==> src/rtl/abro_stim_generator.sv <==
// Stimulus generator for an ABRO detector: emits rounds of A,B,A,B pulses separated by
// programmable gaps and counts rounds in which the detector's O output was not seen.
module abro_stim_generator #(
    parameter int GAP_W = 4,
    parameter int CNT_W = 8
) (
    input  logic             clk,
    input  logic             reset,
    input  logic             start,
    input  logic [GAP_W-1:0] gap,
    input  logic [CNT_W-1:0] rounds,
    input  logic             o_in,
    output logic             a_out,
    output logic             b_out,
    output logic             busy,
    output logic             done,
    output logic [CNT_W-1:0] err_count,
    output logic [CNT_W-1:0] rounds_sent
);

    typedef enum logic [3:0] {
        IDLE, A1, G1, B1, G2, A2, G3, B2, G4, DONE
    } state_t;

    localparam logic [GAP_W-1:0] GAP_ONE = GAP_W'(1);
    localparam logic [CNT_W-1:0] CNT_ONE = CNT_W'(1);

    state_t           state_reg, state_next;
    logic [GAP_W-1:0] gap_lat_reg;
    logic [CNT_W-1:0] rounds_lat_reg;
    logic [GAP_W-1:0] gap_cnt_reg;
    logic             after_a2_reg;
    logic [CNT_W-1:0] err_count_reg;
    logic [CNT_W-1:0] rounds_sent_reg;
    logic             a_reg, b_reg, busy_reg, done_reg;
    logic             a_next, b_next, busy_next, done_next;

    logic gap_zero, gap_last, last_round, round_end, in_gap_next;

    assign gap_zero   = (gap_lat_reg == '0);
    assign gap_last   = (gap_cnt_reg == '0);
    // Extra bit keeps the +1 from wrapping when rounds_sent is all-ones.
    assign last_round = ({1'b0, rounds_sent_reg} + {{CNT_W{1'b0}}, 1'b1}) == {1'b0, rounds_lat_reg};
    assign round_end  = ((state_reg == B2) && gap_zero) || ((state_reg == G4) && gap_last);

    always_comb begin
        state_next = state_reg;
        unique case (state_reg)
            IDLE: if (start) state_next = (rounds == '0) ? DONE : A1;
            A1:   state_next = gap_zero ? B1 : G1;
            G1:   if (gap_last) state_next = B1;
            B1:   state_next = gap_zero ? A2 : G2;
            G2:   if (gap_last) state_next = A2;
            A2:   state_next = gap_zero ? B2 : G3;
            G3:   if (gap_last) state_next = B2;
            B2:   if (gap_zero) state_next = last_round ? DONE : A1;
                  else          state_next = G4;
            G4:   if (gap_last) state_next = last_round ? DONE : A1;
            DONE: state_next = IDLE;
            default: state_next = IDLE;
        endcase
    end

    // Outputs are decoded from the next state and registered, so they line up with state_reg.
    always_comb begin
        a_next      = (state_next == A1) || (state_next == A2);
        b_next      = (state_next == B1) || (state_next == B2);
        busy_next   = (state_next != IDLE) && (state_next != DONE);
        done_next   = (state_next == DONE);
        in_gap_next = (state_next == G1) || (state_next == G2) ||
                      (state_next == G3) || (state_next == G4);
    end

    always_ff @(posedge clk) begin
        if (reset) begin
            state_reg       <= IDLE;
            gap_lat_reg     <= '0;
            rounds_lat_reg  <= '0;
            gap_cnt_reg     <= '0;
            after_a2_reg    <= 1'b0;
            err_count_reg   <= '0;
            rounds_sent_reg <= '0;
            a_reg           <= 1'b0;
            b_reg           <= 1'b0;
            busy_reg        <= 1'b0;
            done_reg        <= 1'b0;
        end else begin
            state_reg    <= state_next;
            a_reg        <= a_next;
            b_reg        <= b_next;
            busy_reg     <= busy_next;
            done_reg     <= done_next;
            after_a2_reg <= (state_reg == A2);

            if (in_gap_next && (state_next != state_reg))
                gap_cnt_reg <= gap_lat_reg - GAP_ONE;
            else if (!gap_last)
                gap_cnt_reg <= gap_cnt_reg - GAP_ONE;

            if ((state_reg == IDLE) && start) begin
                gap_lat_reg     <= gap;
                rounds_lat_reg  <= rounds;
                err_count_reg   <= '0;
                rounds_sent_reg <= '0;
            end else begin
                if (after_a2_reg && !o_in && !(&err_count_reg))
                    err_count_reg <= err_count_reg + CNT_ONE;
                if (round_end && !(&rounds_sent_reg))
                    rounds_sent_reg <= rounds_sent_reg + CNT_ONE;
            end
        end
    end

    assign a_out       = a_reg;
    assign b_out       = b_reg;
    assign busy        = busy_reg;
    assign done        = done_reg;
    assign err_count   = err_count_reg;
    assign rounds_sent = rounds_sent_reg;

endmodule
==> config.mk <==
export PLATFORM = sky130hd
export DESIGN_NAME = abro_stim_generator
export DESIGN_NICKNAME = d
export VERILOG_FILES = /design/src/rtl/abro_stim_generator.sv
export SDC_FILE = /design/constraint.sdc
export NUM_CORES = 1
export LEC_CHECK = 0
export CORE_ASPECT_RATIO = 2
export CORE_MARGIN = 8
export CORE_UTILIZATION = 40
export CTS_CLUSTER_DIAMETER = 100
export CTS_CLUSTER_SIZE = 10
export DETAILED_ROUTE_END_ITERATION = 10
export PLACE_DENSITY_LB_ADDON = 0.08
export SLEW_MARGIN = 0
export SYNTH_ARGS = -nofsm -noshare
export SYNTH_HDL_FRONTEND = slang
export SYNTH_SLANG_ARGS = --single-unit
==> constraint.sdc <==
create_clock -name clk -period 1.7 [get_ports clk]
set_input_delay 0.17 -clock clk [delete_from_list [all_inputs] [get_ports clk]]
set_output_delay 0.17 -clock clk [all_outputs]
set_load 0.02 [all_outputs]
==> impl_results.md <==
* Outcome: finished, violations left
* Failing checks: setup timing
* Top cell type's share of synthesized area at 38.2%
* Combinational share of power at between 30 and 40%
* Reg power frac at roughly two fifths
* Port bufs at 35
* Crit-path slowest cell: or4_4
* Vias in the first global route at 1829
* Worst hold stages at 3
* R2R setup slack at -40 ps
* Layout fillers at 502
* Post-Syn Instances at between 200 and 250
* Area grow syn2layout at 41.0%
* Cell row count at 38
* Post-synth EDFFs at 0
* Syn. warnings at 0
* Largest net degree at the start of global routing at 17
* Max IR drop VDD at between 0.9 and 1 mV
* Max Clock Skew at 9.24 ps
* Type of the worst min-delay path: in2reg
* Syn_nets at 251
* Deepest clock path buffer count at 2
* I/O pin cnt at 36
* Switching Share at between 30% and 40%
* Minimum period implied by the final worst setup slack at around 1700 ps
* Die area at approximately 8000 µm²
* Root buffer cell: clkbuf_8
* Setup TNS at -79.1 ps
* GRT overflow at 0
* Critical Path Fanout Max at 3
* Initial drt markers at roughly 120
* Wire length per cell at between 10 and 15 µm
* Max_slew headroom at about three quarters
* Setup WS post-layout at -40.6 ps
* F_max at 575 MHz
* Gr usage total at approximately 14%
* Skew-Pair Late Insertion Delay at 300 ps
* Predominant post-synthesis flop cell: dfxtp_1
* Worst Setup EP: busy
* TritonRoute pass-1 iters at 4
* Final setup fails at 3
* RD Place Congestion at 0.775
* H-tree depth at 2
* Layout cells sized above 1 at a little under a third
* Hold_ws at about 470 ps
* Clk sinks at around 40
* Synth async-reset ratio at 0%
* P_sw at a little over 1000 µW
* Final nets at around 320
* Synth cell types at 49
* Design Power at between 3000 and 4000 µW
* Post-DP HPWL at 3.97 mm
* CP required at slightly below 2000 ps
* Slowest stage delay, CP at about 570 ps
* Pleak at 0.00116 µW
* Final wirelength at 5.21 mm
* Synth Register Bits at around 40
* N_diodes at 0
* Most frequent CP cell: a21oi_2
* Worst Path Arrival at 1980 ps
* Critical path class: reg2reg
* First-pass GRT wire length at around 8.6 mm
* Routed Antenna Nets at 0
* Chip Width at approximately 68 µm
* Worst-path clk slew at about 70 ps
* Seq/Total Area, Yosys at about two fifths
* Power Density at ~1000 nW/µm²
* Synthesized area at between 2000 and 2500 µm²
* Count of hold-fix buffers inserted at cts at 0
* DP Worst Slack at -91.6 ps
* Top cell type by total area after synthesis: dfxtp_1
* Reg-to-reg critical path endpoint: busy
* Starting density of the core at between 40 and 50%
* Worst-Margin Slew at between 300 and 400 ps
* RSZ-0062 raised after global routing: true
* Layout Utilization at a little under three fifths
* # DRC at 0
* Period utilisation layout at 102%
* Post-Syn Area per Cell at approximately 9 µm²
* Max Cap Viol at 0
* CTS tree: built
* CP Cell Sequence: or4_4 > nor2_4 > a21oi_2 > o311ai_4 > a32oi_1 > a21oi_2
* Crit. End Element: flop
* Final hold viol count at 0
* Top cells by area, synth: dfxtp_1 38%, mux2i_1 7.9%, nor2_1 7.0%
* Vias/cell at 5.26
* Pint at 2050 µW
* Final Max Slew Viols at 0
* Worst r2r path cells at 6
* Die Height at ~120 µm
* Antenna violations before repair at 0
* TritonCTS buffer count at 5
* Critical path origin: gap_cnt_reg[0]
* Via count at about 1900
* Clock Power Share at a little over a fifth
* Core footprint at roughly 5300 µm²
* R2R Path Start: gap_cnt_reg[0]
* Critical Path Start Type: flop
worst min path at each step:
stage                            from                end  slack, ps
global placement    rounds_lat_reg[0]  rounds_lat_reg[0]        500
detailed placement  rounds_lat_reg[2]  rounds_lat_reg[2]        520
CTS                            gap[3]     gap_lat_reg[3]        470
floorplan                       reset       after_a2_reg        250
global route                rounds[2]  rounds_lat_reg[2]        510
finish                         gap[2]     gap_lat_reg[2]        470
critical path, delay by kind of cell (launching register included):
family | cells | cell delay, ps
AND/OR/NAND/NOR | 2 | 680
flip-flops | 1 | 330
AO/OA/AOI/OAI | 4 | 680
placed cells by master, fill, tap and decap left out, types with 2 or more instances in the layout:
master / count
ha_4: 2
nand4_1: 7
inv_1: 3
nor3_1: 4
xnor2_1: 11
nor2_1: 34
a21oi_1: 4
dfxtp_4: 5
clkbuf_8: 6
nand3_2: 3
nand2_1: 11
clkbuf_1: 2
a21oi_2: 3
or3_1: 5
buf_6: 2
nor4_1: 3
xor2_1: 10
a211oi_1: 4
nand2b_1: 2
nor2b_1: 3
nor2_2: 5
clkdlybuf4s50_1: 35
nand3b_1: 3
nor3_2: 4
a211o_1: 2
nand3_1: 2
buf_4: 33
mux2i_1: 17
dfxtp_2: 9
dfxtp_1: 27
o21ai_0: 4
and3_4: 2
nor4_2: 2
a211oi_2: 2
cell type report:
type | instances | area, µm² | share of cell area [%]
Multi-Input combinational cell | 176 | 1360 | 45.0
Sequential cell | 41 | 851 | 28.1
Timing Repair Buffer | 71 | 641 | 21.1
Clock buffer | 8 | 90.1 | 2.97
Tap cell | 60 | 75.1 | 2.48
Inverter | 3 | 11.3 | 0.371
power by group through the flow:
stage	Sequential, µW	Clock [µW]	Combinational (µW)
global route	1220	730	1340
detailed placement	1220	0	1110
finish	1200	660	1220
floorplan	1240	0	686
CTS	1200	689	1130
global placement	1210	0	1090
cell families after synthesis:
family / synth area share, %
AO/OA/AOI/OAI: 10.6
XOR/XNOR: 10.0
adder cells (fa/ha/maj): 1.75
buffers and inverters: 4.25
flip-flops: 38.2
multiplexers: 7.92
AND/OR/NAND/NOR: 27.3
cells in the mapped netlist, types with 3 or more instances:
library cell,number
dfxtp_1,41
nor2_1,40
mux2i_1,17
xnor2_1,12
nand2_1,11
xor2_1,10
a21oi_1,7
nand4_1,7
a211oi_1,6
nor3_1,6
nand3_1,5
or3_1,5
buf_2,4
nor2b_1,4
o21ai_0,4
buf_6,3
clkbuf_1,3
ha_1,3
inv_1,3
nand3b_1,3
nor4_1,3
metrics by stage:
stage / instance area (µm²) / instances
after floorplan: 2200 / 232
after global placement: 2800 / 348
after detailed placement: 2800 / 348
after CTS: 2930 / 356
after global routing: 3030 / 359
final: 3030 / 359
layer usage:
| layer | track usage [%] | routed length [µm] | vias to the layer above | share of wire (%) |
|---|---|---|---|---|
| met5 | 0 | 0 | - | 0 |
| met3 | 3.64 | 230 | 9 | 4.4 |
| li1 | - | - | 964 | - |
| met4 | 7.35 | 162 | 0 | 3.1 |
| met2 | 21.2 | 2520 | 38 | 48 |
| met1 | 16.1 | 2300 | 877 | 44 |
what timing repair did:
| action | CTS | global route |
|---|---|---|
| pin swaps | 2 | 10 |
| setup buffers | 0 | 3 |
| gates resized for setup | 9 | 25 |
| setup endpoints to repair | 10 | 17 |
(Power assumes the default switching activity.)
